===== src/rtl/mem_stage.sv =====
// Pipeline MEM stage: data-memory access with byte/half/word alignment,
// load extension, MEM/WB register and load-response stall control.

package mem_stage_pkg;
  localparam int XLEN           = 32;
  localparam int REG_ADDR_WIDTH = 5;

  typedef struct packed {
    logic       mem_read;
    logic       mem_write;
    logic       reg_write;
    logic [2:0] mem_size;
  } ctrl_t;

  typedef struct packed {
    logic [XLEN-1:0]           alu_result;
    logic [XLEN-1:0]           rs2_data_str;
    logic [REG_ADDR_WIDTH-1:0] rd_addr;
    ctrl_t                     ctrl;
    logic                      valid_ex_mem;
  } ex_mem_reg_t;

  typedef struct packed {
    logic [XLEN-1:0]           alu_result;
    logic [XLEN-1:0]           load_data;
    logic [REG_ADDR_WIDTH-1:0] rd_addr;
    ctrl_t                     ctrl;
    logic                      valid_mem_wb;
  } mem_wb_reg_t;
endpackage

module mem_stage
  import mem_stage_pkg::*;
#(
  parameter int unsigned WAIT_TIMEOUT = 255
) (
  input  logic                      clk,
  input  logic                      reset,
  input  ex_mem_reg_t               ex_mem_in,
  output logic                      dmem_req,
  output logic                      dmem_we,
  output logic [XLEN-1:0]           dmem_addr,
  output logic [XLEN-1:0]           dmem_wdata,
  output logic [3:0]                dmem_be,
  input  logic                      dmem_ready,
  input  logic                      dmem_rvalid,
  input  logic [XLEN-1:0]           dmem_rdata,
  output logic [XLEN-1:0]           mem_alu_result,
  output logic [REG_ADDR_WIDTH-1:0] mem_rd_addr,
  output logic                      mem_reg_write,
  output logic                      stall_mem,
  output logic                      misaligned,
  output logic                      bus_error,
  output mem_wb_reg_t               mem_wb_out
);

  localparam int CNT_W = (WAIT_TIMEOUT > 1) ? $clog2(WAIT_TIMEOUT + 1) : 1;

  typedef enum logic {IDLE, WAIT_RESP} state_t;

  state_t             state_q, state_d;
  logic [CNT_W-1:0]   wait_cnt_q, wait_cnt_d;
  logic [1:0]         off_q, off_d;
  logic [2:0]         size_q, size_d;
  mem_wb_reg_t        mem_wb_q, mem_wb_d;

  logic               op;
  logic [1:0]         off;
  logic [1:0]         sz;
  logic               mis;
  logic [3:0]         be_base;
  logic [XLEN-1:0]    rd_shifted;
  logic [XLEN-1:0]    load_ext;
  logic [CNT_W-1:0]   cnt_next;
  logic               timeout;
  mem_wb_reg_t        wb_fill;

  assign op        = ex_mem_in.valid_ex_mem & (ex_mem_in.ctrl.mem_read | ex_mem_in.ctrl.mem_write);
  assign off       = ex_mem_in.alu_result[1:0];
  assign sz        = ex_mem_in.ctrl.mem_size[1:0];
  assign mis       = ((sz == 2'b01) & off[0]) | ((sz == 2'b10) & (off != 2'b00));
  assign dmem_addr = {ex_mem_in.alu_result[XLEN-1:2], 2'b00};

  assign mem_alu_result = ex_mem_in.alu_result;
  assign mem_rd_addr    = ex_mem_in.rd_addr;
  assign mem_reg_write  = ex_mem_in.valid_ex_mem & ex_mem_in.ctrl.reg_write & ~ex_mem_in.ctrl.mem_read;
  assign mem_wb_out     = mem_wb_q;

  assign cnt_next = wait_cnt_q + 1'b1;
  assign timeout  = (WAIT_TIMEOUT != 0) && (cnt_next == CNT_W'(WAIT_TIMEOUT));

  // Lane extraction uses the offset/size captured at accept time, since the
  // address bits on ex_mem_in are not guaranteed stable during the wait.
  always_comb begin
    rd_shifted = dmem_rdata >> {off_q, 3'b000};
    case (size_q)
      3'b000:  load_ext = {{24{rd_shifted[7]}}, rd_shifted[7:0]};
      3'b001:  load_ext = {{16{rd_shifted[15]}}, rd_shifted[15:0]};
      3'b100:  load_ext = {24'b0, rd_shifted[7:0]};
      3'b101:  load_ext = {16'b0, rd_shifted[15:0]};
      default: load_ext = dmem_rdata;
    endcase
  end

  always_comb begin
    case (sz)
      2'b00:   begin be_base = 4'b0001; dmem_wdata = {4{ex_mem_in.rs2_data_str[7:0]}};  end
      2'b01:   begin be_base = 4'b0011; dmem_wdata = {2{ex_mem_in.rs2_data_str[15:0]}}; end
      default: begin be_base = 4'b1111; dmem_wdata = ex_mem_in.rs2_data_str;            end
    endcase
    dmem_be = (sz == 2'b10 || sz == 2'b11) ? 4'b1111 : 4'(be_base << off);
  end

  always_comb begin
    wb_fill              = '0;
    wb_fill.alu_result   = ex_mem_in.alu_result;
    wb_fill.rd_addr      = ex_mem_in.rd_addr;
    wb_fill.ctrl         = ex_mem_in.ctrl;
    wb_fill.valid_mem_wb = 1'b1;
  end

  always_comb begin
    state_d    = state_q;
    wait_cnt_d = '0;
    off_d      = off_q;
    size_d     = size_q;
    mem_wb_d   = '0;
    dmem_req   = 1'b0;
    dmem_we    = 1'b0;
    stall_mem  = 1'b0;
    misaligned = 1'b0;
    bus_error  = 1'b0;

    case (state_q)
      IDLE: begin
        if (!op) begin
          mem_wb_d              = wb_fill;
          mem_wb_d.valid_mem_wb = ex_mem_in.valid_ex_mem;
        end else if (mis) begin
          misaligned              = 1'b1;
          mem_wb_d                = wb_fill;
          mem_wb_d.ctrl.reg_write = 1'b0;
        end else if (ex_mem_in.ctrl.mem_write) begin
          dmem_req  = 1'b1;
          dmem_we   = 1'b1;
          stall_mem = ~dmem_ready;
          if (dmem_ready) mem_wb_d = wb_fill;
        end else begin
          dmem_req  = 1'b1;
          stall_mem = 1'b1;
          if (dmem_ready) begin
            off_d   = off;
            size_d  = ex_mem_in.ctrl.mem_size;
            state_d = WAIT_RESP;
          end
        end
      end

      WAIT_RESP: begin
        if (dmem_rvalid) begin
          mem_wb_d           = wb_fill;
          mem_wb_d.load_data = load_ext;
          state_d            = IDLE;
        end else if (timeout) begin
          bus_error               = 1'b1;
          mem_wb_d                = wb_fill;
          mem_wb_d.ctrl.reg_write = 1'b0;
          state_d                 = IDLE;
        end else begin
          stall_mem  = 1'b1;
          wait_cnt_d = cnt_next;
        end
      end

      default: state_d = IDLE;
    endcase

    // Keep the bus and pipeline quiet while reset is held.
    if (reset) begin
      dmem_req   = 1'b0;
      dmem_we    = 1'b0;
      stall_mem  = 1'b0;
      misaligned = 1'b0;
      bus_error  = 1'b0;
    end
  end

  always_ff @(posedge clk) begin
    if (reset) begin
      state_q    <= IDLE;
      wait_cnt_q <= '0;
      off_q      <= '0;
      size_q     <= '0;
      mem_wb_q   <= '0;
    end else begin
      state_q    <= state_d;
      wait_cnt_q <= wait_cnt_d;
      off_q      <= off_d;
      size_q     <= size_d;
      mem_wb_q   <= mem_wb_d;
    end
  end

endmodule


===== config.mk =====
export PLATFORM = sky130hd
export DESIGN_NAME = mem_stage
export DESIGN_NICKNAME = d
export VERILOG_FILES = /design/src/rtl/mem_stage.sv
export SDC_FILE = /design/constraint.sdc
export NUM_CORES = 1
export LEC_CHECK = 0
export CAP_MARGIN = 5
export CORE_AREA = 2 2 117 119
export CTS_CLUSTER_DIAMETER = 60
export DETAILED_ROUTE_END_ITERATION = 16
export DIE_AREA = 0 0 119 121
export PLACE_DENSITY = 0.72
export SLEW_MARGIN = 20
export SYNTH_ARGS = -nofsm -noshare
export SYNTH_HDL_FRONTEND = slang
export SYNTH_SLANG_ARGS = --single-unit

===== constraint.sdc =====
create_clock -name clk -period 2.95 [get_ports clk]
set_input_delay 0.4425 -clock clk [delete_from_list [all_inputs] [get_ports clk]]
set_output_delay 0.4425 -clock clk [all_outputs]
set_load 0.005 [all_outputs]

==> flow_summary_export.csv <==
group,metric,value,unit
synth,yosys_register_bits,90,
placed_design,port_buffers,296,
detailed_routing,wl_met2,7.08,mm
final_layout,drive_above_1_share,9.51,%
pwr,swShare,22.2,%
critical_path,critPathArrivalTime,2.39,ns
critical_path,critPathLaunchType,"flop",
pwr,power.total,3.09,mW
final_layout,fillCellCount,1142,
floorplan,start_util,32.4,%
floorplan,dieArea,14400,um^2
sta,final.period_utilization,96.1,%
critical_path,cp.required,2.51,ns
sta,final-setup-viol-count,0,
global_route,grt_pass1_wl,20.1,mm
critical_path,crit_type,"reg -> out",
sta,finalMaxSlewViolations,0,
critical_path,slowest_delay,0.45,ns
critical_path,crit_fanout,5,
sta,finalHoldViolations,0,
global_route,grt_pass1_vias,3899,
sta,clock_skew,0.00790,ns
synth,yosys_warnings,0,
synth,synth_compound_area_share,12.8,%
cts,tritoncts,"yes",
detailed_routing,firstDrtPassIters,5,
final_layout,final_cell_mix,"clkdlybuf4s50_1, dfxtp_1, nand2_1, and2_1, a21oi_1",
floorplan,fp.dieH,121,um
pwr,pwr-share-seq,41.0,%
synth,syn_inst,469,
critical_path,crit_slowest_cell,"a2111o_1",
synth,synth_mux_area_share,9.71,%
synth,synth_cell_types,43,
pwr,power_density,428,nW/um^2
detailed_routing,via_per_inst,4.63,
detailed_routing,vias,4025,
pwr,netSwitchingPower,0.685,mW
pwr,power_frac_clock,38.6,%
synth,postSynthAreaPerCell,9.04,um^2
cts,clk_latency,0.33,ns
detailed_routing,avgRoutedWirePerCell,15.5,um
pwr,p_int,2.40,mW
detailed_routing,ant_nets,0,
critical_path,cp_cell_sequence,"ha_2, nand3_2, or3_4, a2111o_1, buf_4, nor3b_2, dlygate4sd2_1",
detailed_routing,wl,13.5,mm
placed_design,gp_congestion,0.867,
status,status,"finished, final reports clean",
floorplan,rows,42,
synth,synth_top_family_by_area,"buffers and inverters",
sta,timing.hold.ws,0.446,ns
detailed_routing,highest-signal-layer,"met5",
synth,synth-simple-area-share,16.5,%
global_route,antenna_found_initial,1,
cts,cts_made_buffers,9,
sta,worstMarginPinSlew,0.741,ns
pwr,combPwrFrac,20.3,%
floorplan,die-width,119,um
cts,clock_sinks,90,
sta,period_needed,2.84,ns
detailed_routing,wl_met1,5.02,mm
pwr,power.leakage,2.69,nW
sta,max_freq,0.353,GHz
critical_path,critical_path.top_delay_family,"simple AND/OR/NAND/NOR gates",
synth,seq_area_frac_synth,42.5,%
placed_design,place.detailed.hpwl,10.9,mm
critical_path,cp-end-kind,"output pin",
synth,synth_xor_xnor_area_share,1.24,%
pwr,ir_drop,275,uV
cts,htreeDepth,3,
job,cap_violations,0,
final_layout,syn2layout_area_growth,70.0,%
cts,cts_buffer_depth,2,
detailed_routing,wl_met3,1.22,mm
sta,setup-tns-final,0,ns
cts,root_buffer,"clkbuf_16",
final_layout,mostFrequentLayoutCell,"clkdlybuf4s50_1",
detailed_routing,drc_errors,0,
global_route,grt_max_degree,38,
synth,synth_adder_area_share,0.590,%
worst_hold_path,hold_path_class,"reg -> reg",
final_layout,n_antenna_cell,0,
global_route,grt_overflow,0,
detailed_routing,drtIter0Drc,189,
final_layout,nets,804,
sta,grt_setup_unrepaired,"no",
sta,relSlewSlack,50.5,%
cts,cts.clk_slew.worst_paths,0.07,ns
critical_path,crit_buf_inv,2,
floorplan,io_pins,299,
global_route,grt_usage,17.7,%
floorplan,core_area,13100,um^2
synth,netlist_area,4240,um^2
[worst reg2reg max path: cells and delay by family (launching register included)]
| family | cells | cell delay [ns] |
|---|---|---|
| AO/OA/AOI/OAI | 2 | 0.87 |
| AND/OR/NAND/NOR | 3 | 0.69 |
| adder cells (fa/ha/maj) | 1 | 0.20 |
| buffers and inverters | 3 | 0.52 |
| flip-flops | 1 | 0.36 |
[final timing paths]
check / from / to / slack, ns / cells after the start
worst max-delay path: wait_cnt_q[0]$_SDFF_PP0_ / bus_error / 0.11 / 7
worst min-delay path: wait_cnt_q[0]$_SDFF_PP0_ / wait_cnt_q[0]$_SDFF_PP0_ / 0.45 / 1
worst max register to register: wait_cnt_q[0]$_SDFF_PP0_ / mem_wb_out[63]$_SDFF_PP0_ / 0.23 / 9
worst min register to register: wait_cnt_q[0]$_SDFF_PP0_ / wait_cnt_q[0]$_SDFF_PP0_ / 0.45 / 1
[cell families (layout without fill, tap and decap cells)]
kind of cell | count (synthesis) | after routing
simple gates | 138 | 138
buf+inv | 107 | 331
flops | 90 | 90
compound gates | 86 | 86
mux | 39 | 39
xor+xnor | 6 | 6
fa+ha+maj | 2 | 2
other cells | 1 | 2
[repair_timing]
item | 4_1_cts | 5_1_grt
buffers inserted | 3 | 0
endpoints found under the setup margin | 2 | 1
hold buffers | 0 | 0
gates resized for setup | 5 | 4
pin swaps | 1 | 2
endpoints found under the hold margin | 0 | 0
[stage by stage]
step / util (%) / area (um^2) / instances / worst slack, ns
after floorplan: - / 4250 / 470 / 0.697
after CTS: 55.0 / 7200 / 870 / 0.00608
after detailed placement: 52.4 / 6860 / 852 / 0.113
after global routing: 55.1 / 7210 / 870 / 0.0312
final: 55.1 / 7210 / 870 / 0.114
after global placement: 52.4 / 6860 / 852 / 0.207
[cells in the mapped netlist (all sizes together)]
cell	number	area [um^2]
nor2	30	113
nor3	2	10.0
a311oi	1	8.76
mux2	17	191
nor4b	1	8.76
or4	1	7.51
nand3	2	10.0
o21bai	2	15.0
nor2b	5	31.3
conb	1	3.75
and4	1	8.76
o211ai	2	15.0
a2111o	1	11.3
a21oi	38	190
and2	40	250
nor4	1	12.5
or2	2	12.5
mux2i	22	220
nand2	40	150
a31oi	1	6.26
nand4	2	12.5
o311a	1	10.0
dfxtp	90	1800
buf	82	608
o221a	7	78.8
a22o	1	8.76
inv	2	7.51
o21ai	20	100
a221oi	1	15.0
nand3b	3	22.5
xor2	5	43.8
xnor2	1	8.76
and3	2	12.5
ha	2	25.0
o21a	1	7.51
or3	1	6.26
clkbuf	23	88.8
nor3b	1	7.51
nand2b	4	25.0
a22oi	10	75.1
[layer usage]
metal | up-vias | global-route usage, %
met4 | 2 | 4.69
met2 | 214 | 33.2
li1 | 1949 | -
met3 | 14 | 5.55
met1 | 1846 | 19.1
met5 | - | 0
[power groups by stage]
stage	logic, mW	registers [mW]	clock network [mW]
4_1_cts	0.635	1.27	1.23
5_1_grt	0.670	1.27	1.28
3_5_place_dp	0.631	1.30	0
3_3_place_gp	0.624	1.30	0
6_report	0.628	1.27	1.19
2_1_floorplan	0.232	1.30	0
[sequential cells by signal, indices dropped and copies added (netlist names)]
name	count
mem_wb_out	76
off_q	2
size_q	3
state_q	1
wait_cnt_q	8
[cell type report]
type | count | area, um^2 | share of cell area [%]
clock buffer | 10 | 229 | 3.17
clock inverter | 5 | 80.1 | 1.11
inverter | 2 | 7.51 | 0.104
multi-input combinational | 273 | 1760 | 24.4
sequential | 90 | 1810 | 25.1
tap | 176 | 220 | 3.05
timing repair buffer | 314 | 3110 | 43.1
(Power assumes the default switching activity.)
